--- config.mk ---
export PLATFORM = sky130hd
export DESIGN_NAME = fetch_decode_queue
export DESIGN_NICKNAME = d
export VERILOG_FILES = /design/src/rtl/riscv_pkg.sv /design/src/rtl/instr_predecode.sv /design/src/rtl/fetch_decode_queue.sv
export SDC_FILE = /design/constraint.sdc
export NUM_CORES = 1
export LEC_CHECK = 0
export ABC_CLOCK_PERIOD_IN_PS = 7250
export CORE_UTILIZATION = 55
export CTS_BUF_LIST = sky130_fd_sc_hd__clkbuf_4
export DETAILED_ROUTE_END_ITERATION = 10
export PLACE_DENSITY = 0.79
export REMOVE_ABC_BUFFERS = 1
export SLEW_MARGIN = 25
export SYNTH_ARGS = -nofsm -noshare
export SYNTH_HDL_FRONTEND = slang
export SYNTH_SLANG_ARGS = --single-unit
--- constraint.sdc ---
create_clock -name clk -period 7.25 [get_ports clk]
set_clock_uncertainty 0.1 [all_clocks]
set_input_delay 1.0875 -clock clk [delete_from_list [all_inputs] [get_ports clk]]
set_output_delay 1.0875 -clock clk [all_outputs]
set_load 0.02 [all_outputs]
--- src/rtl/riscv_pkg.sv ---
// Shared RISC-V front-end definitions.
//   ILEN          instruction width
//   XLEN_DEFAULT  default program counter width
//   NOP_INSTR     canonical NOP (addi x0, x0, 0), shown by empty queues
//   OPC_*         base-ISA major opcodes (instr[6:0])
//   fetch_entry_t {pc, instr, illegal} record passed from fetch to decode
package riscv_pkg;

    localparam int ILEN         = 32;
    localparam int XLEN_DEFAULT = 32;

    localparam logic [ILEN-1:0] NOP_INSTR = 32'h0000_0013;

    localparam logic [6:0] OPC_LOAD     = 7'b000_0011;
    localparam logic [6:0] OPC_MISC_MEM = 7'b000_1111;
    localparam logic [6:0] OPC_OP_IMM   = 7'b001_0011;
    localparam logic [6:0] OPC_AUIPC    = 7'b001_0111;
    localparam logic [6:0] OPC_STORE    = 7'b010_0011;
    localparam logic [6:0] OPC_OP       = 7'b011_0011;
    localparam logic [6:0] OPC_LUI      = 7'b011_0111;
    localparam logic [6:0] OPC_BRANCH   = 7'b110_0011;
    localparam logic [6:0] OPC_JALR     = 7'b110_0111;
    localparam logic [6:0] OPC_JAL      = 7'b110_1111;
    localparam logic [6:0] OPC_SYSTEM   = 7'b111_0011;

    typedef struct packed {
        logic [XLEN_DEFAULT-1:0] pc;
        logic [ILEN-1:0]         instr;
        logic                    illegal;
    } fetch_entry_t;

    // 32-bit encodings have both low bits set; anything else is a
    // compressed (16-bit) encoding, which this core does not support.
    function automatic logic is_32bit_encoding(input logic [ILEN-1:0] instr);
        return instr[1:0] == 2'b11;
    endfunction

endpackage

--- src/rtl/instr_predecode.sv ---
// Combinational predecode of one instruction word.
//   instr    in   ILEN  instruction word
//   illegal  out  1     word is a compressed encoding, all-zeros or all-ones
module instr_predecode
    import riscv_pkg::*;
(
    input  logic [ILEN-1:0] instr,
    output logic            illegal
);

    // All-zeros and all-ones are reserved as guaranteed-illegal patterns so
    // that fetches from unprogrammed or erased memory trap immediately.
    assign illegal = !is_32bit_encoding(instr)
                   | (instr == '0)
                   | (instr == '1);

endmodule

--- src/rtl/fetch_decode_queue.sv ---
// Instruction queue between fetch and decode. Holds up to DEPTH
// {pc, instr, illegal} entries with valid/ready on both sides; the illegal
// flag is predecoded on the way in and stored alongside the word.
//   clk, rst            clock, asynchronous active-high reset
//   in_valid/in_ready   fetch handshake, in_pc/in_instr payload
//   flush               discard every entry (redirect), wins over push/pop
//   out_valid/out_ready decode handshake, out_pc/out_instr/out_illegal head
//   count               current occupancy
module fetch_decode_queue
    import riscv_pkg::*;
#(
    parameter int DEPTH = 4,
    parameter int XLEN  = 32
) (
    input  logic                   clk,
    input  logic                   rst,
    input  logic                   in_valid,
    output logic                   in_ready,
    input  logic [XLEN-1:0]        in_pc,
    input  logic [ILEN-1:0]        in_instr,
    input  logic                   flush,
    output logic                   out_valid,
    input  logic                   out_ready,
    output logic [XLEN-1:0]        out_pc,
    output logic [ILEN-1:0]        out_instr,
    output logic                   out_illegal,
    output logic [$clog2(DEPTH):0] count
);

    localparam int PW = $clog2(DEPTH);
    localparam int CW = PW + 1;

    typedef struct packed {
        logic [XLEN-1:0] pc;
        logic [ILEN-1:0] instr;
        logic            illegal;
    } entry_t;

    entry_t        mem [DEPTH];
    entry_t        head;
    logic [PW-1:0] wr_ptr;
    logic [PW-1:0] rd_ptr;
    logic [CW-1:0] count_q;
    logic          in_illegal;
    logic          push;
    logic          pop;

    instr_predecode u_predecode (
        .instr   (in_instr),
        .illegal (in_illegal)
    );

    // Ready comes from registered occupancy only: a full queue never
    // accepts, even when decode is draining in the same cycle.
    assign in_ready  = (count_q != CW'(DEPTH));
    assign out_valid = (count_q != '0);

    assign push = in_valid & in_ready;
    assign pop  = out_valid & out_ready;

    always_ff @(posedge clk or posedge rst) begin
        if (rst) begin
            wr_ptr  <= '0;
            rd_ptr  <= '0;
            count_q <= '0;
        end else if (flush) begin
            wr_ptr  <= '0;
            rd_ptr  <= '0;
            count_q <= '0;
        end else begin
            if (push) begin
                wr_ptr <= wr_ptr + PW'(1);
            end
            if (pop) begin
                rd_ptr <= rd_ptr + PW'(1);
            end
            if (push && !pop) begin
                count_q <= count_q + CW'(1);
            end else if (pop && !push) begin
                count_q <= count_q - CW'(1);
            end
        end
    end

    // Storage is not reset; occupancy alone decides what is visible.
    always_ff @(posedge clk) begin
        if (push && !flush) begin
            mem[wr_ptr] <= '{pc: in_pc, instr: in_instr, illegal: in_illegal};
        end
    end

    assign head = mem[rd_ptr];

    // An empty queue presents a clean NOP rather than whatever stale entry
    // the read pointer happens to address.
    assign out_pc      = out_valid ? head.pc      : '0;
    assign out_instr   = out_valid ? head.instr   : NOP_INSTR;
    assign out_illegal = out_valid ? head.illegal : 1'b0;

    assign count = count_q;

endmodule

==> results.py <==
metrics = {
    "yosys": {
        "yosys_warnings": 0,
        "synth_area_um2": 10500,
        "synth_edf_count": 260,
        "synth.top_cell.area_share_pct": 74.7,
        "synth_area_leaders": "edfxtp_1 (75%), mux4_2 (14%), and2_1 (4.0%)",
        "async_flop_share_pct": 2.62,
        "netlist_top_cells_count": "edfxtp_1 (260), and2_1 (66), mux4_2 (65), clkbuf_1 (12), buf_2 (9)",
        "synth_cells": 486,
        "avgSynthCellArea_um2": 21.5,
        "synth_top_area_cell": "edfxtp_1",
        "ys.flop_type": "edfxtp_1",
        "synthMostInstantiatedCell": "edfxtp_1",
        "synth_cell_types": 33,
        "ys_seq_area_share_pct": 76.4,
        "ys_ff_latch": 267,
    },
    "setup_path": {
        "r2r_start": "count[0]",
        "rr_endpoint": "count[1]",
        "worstSetupPathType": "flip-flop to primary output",
        "r2r_setup_slack_ns": 4.65,
        "required_ns": 6.06,
        "cp.arrival_ns": 3.51,
        "cp_max_fo": 44,
        "slowest_delay_ns": 1.01,
        "critPathLaunch": "rd_ptr[0]",
        "end_kind": "primary output",
        "crit_end": "out_illegal",
        "r2r_cells": 6,
        "cp_cell_sequence": "buf_4 -> mux4_2 -> and2_1 -> clkdlybuf4s50_1",
        "slowest_stage": "dfrtp_4",
        "worstSetupStartpointType": "flip-flop",
    },
    "floorplan": {
        "die_h_um": 140,
        "std_cell_rows": 50,
        "fp.dieW_um": 140,
        "ios": 139,
        "core_um2": 18600,
        "initial_core_util_pct": 56.1,
        "dieArea_um2": 19600,
    },
    "global_route": {
        "antenna_found_initial": 2,
        "grt_max_degree": 67,
        "grt_pass1_vias": 5939,
        "grt-ovfl-total": 0,
        "grt_use_total_pct": 20.6,
        "grt_first_pass_wirelength_um": 30200,
    },
    "timing": {
        "fin_crit_sh_pct": 64.9,
        "hold_violations": 0,
        "worst_pin_slew_ns": 1.02,
        "setup-tns-final_ns": 0,
        "rsz0062_at_grt": "no",
        "relSlewSlack_pct": 31.9,
        "drv_slew": 0,
        "fmax_mhz": 213,
        "timing.final.ws_setup_ns": 2.55,
        "period_minus_slack_ns": 4.70,
        "setup_violations": 0,
    },
    "placed_design": {
        "post-place-ws_ns": 3.05,
        "hpwl_um": 10600,
        "port-buffer-count": 138,
        "placed_cell_area_um2": 12000,
        "gp_congestion": 0.701,
    },
    "power": {
        "ir_drop_uv": 170,
        "p_total_mw": 4.54,
        "leakagePower_nw": 4.11,
        "p_per_area_nw_per_um2": 356,
    },
    "routing": {
        "wirelength_um": 18900,
        "drc": 0,
        "drt_iter0_markers": 295,
        "first_pass_iters": 5,
        "route.vias.total": 5265,
        "viasPerCell": 5.61,
        "drtAntennaViolNets": 0,
        "routedWlPerCell_um": 20.1,
    },
    "flow_run": {
        "maxCapViolations": 0,
    },
    "cts": {
        "post-cts-setup-buffers": 0,
        "cts_made_buffers": 67,
        "cts-root-buf": "clkbuf_4",
        "clkSinkCount": 267,
        "clkLatencyLatePin_ns": 0.59,
        "ctsHoldBuffers": 0,
        "cts_tree": "built",
        "cts_buffer_depth": 3,
        "htreeDepth": 3,
        "post_cts_resize_count": 0,
        "path_clk_slew_ns": 0.06,
    },
    "outcome": {
        "outcome": "complete, no violations",
    },
    "cells_and_area": {
        "drive_gt1_share_pct": 23.6,
        "fillers": 1228,
        "nets": 742,
        "fin_util_pct": 68.5,
        "final_cell_area_um2": 12800,
        "syn2layout_area_growth_pct": 22.2,
    },
    "hold_path": {
        "hp-class": "flip-flop to flip-flop",
    },
}
[how the worst min path moves through the flow]
stage	from	to	slack [ns]	cells after the start
2_1_floorplan	wr_ptr[1]	wr_ptr[1]	0.44	2
3_5_place_dp	wr_ptr[1]	wr_ptr[1]	0.48	2
5_1_grt	wr_ptr[1]	wr_ptr[1]	0.51	2
3_3_place_gp	wr_ptr[1]	wr_ptr[1]	0.45	2
4_1_cts	wr_ptr[1]	wr_ptr[1]	0.49	2
6_report	wr_ptr[1]	wr_ptr[1]	0.48	2
[metrics by stage]
step | hold WS, ns | std cells
floorplan | 0.436 | 460
finish | 0.482 | 939
global route | 0.509 | 939
global placement | 0.453 | 833
detailed placement | 0.480 | 833
CTS | 0.487 | 938
[cells in the final DEF, fill, tap and decap left out, types with 2 or more instances in the layout]
cell	Yosys	routed
a21oi_1	2	2
nand2_1	5	5
mux4_2	65	65
dfrtp_4	0	2
clkinv_1	0	13
o21ai_0	4	4
clkdlybuf4s50_1	0	138
inv_1	7	6
xor2_1	3	3
and2_4	0	4
ha_1	4	4
nand3_1	4	4
bufinv_16	0	3
and2_1	66	62
nor4_1	2	2
nor3b_1	2	2
clkbuf_4	0	87
nor3_1	2	2
nand4_1	7	7
dfrtp_1	7	5
mux2i_1	2	2
edfxtp_1	260	260
nor2_1	4	4
clkinv_2	0	2
or2_1	3	3
[per-layer routing]
layer  track usage, %  share of wire, %
met1             24.6                40
met2             35.2                52
met3             5.54               6.1
met4             9.60               2.0
met5                0                 0
[power breakdown]
group          total, mW  switching [mW]  internal (mW)
registers           1.92           0.118           1.80
clock network       1.19           0.532          0.661
logic               1.43           0.684          0.749
[cell families (layout without fill, tap and decap cells)]
kind of cell               Yosys count  count (layout)  synth area share (%)
AOI/OAI and AO/OA                   13              13                 0.862
DFF                                267             267                  76.4
xor gates and xnor gates             4               4                 0.335
and+or+nand+nor                     97              97                  5.57
muxes                               67              67                  14.2
other                                0               1                     0
buffers and inverters               33             251                  1.99
adders and majority gates            5               5                 0.670
[worst max-delay path, delay by kind of cell, from the launching register on]
kind / cells / cell delay [ns]
muxes: 1 / 0.57
buffers and inverters: 2 / 1.13
and+or+nand+nor: 1 / 0.18
DFF: 1 / 1.01
[area by class of cell]
type,count,area [um^2],area share (%)
Antenna cell,1,2.50,0.0196
Inverter,7,27.5,0.215
Tap cell,234,293,2.29
Sequential cell,267,7990,62.6
Timing Repair Buffer,139,1390,10.9
Clock inverter,18,148,1.16
Clock buffer,87,653,5.11
Multi-Input combinational cell,186,2270,17.8
[flip-flops by register name, indices dropped and copies added, names as in the netlist]
name / count
rd_ptr: 2
mem: 260
count: 3
wr_ptr: 2
(Power assumes the default switching activity.)
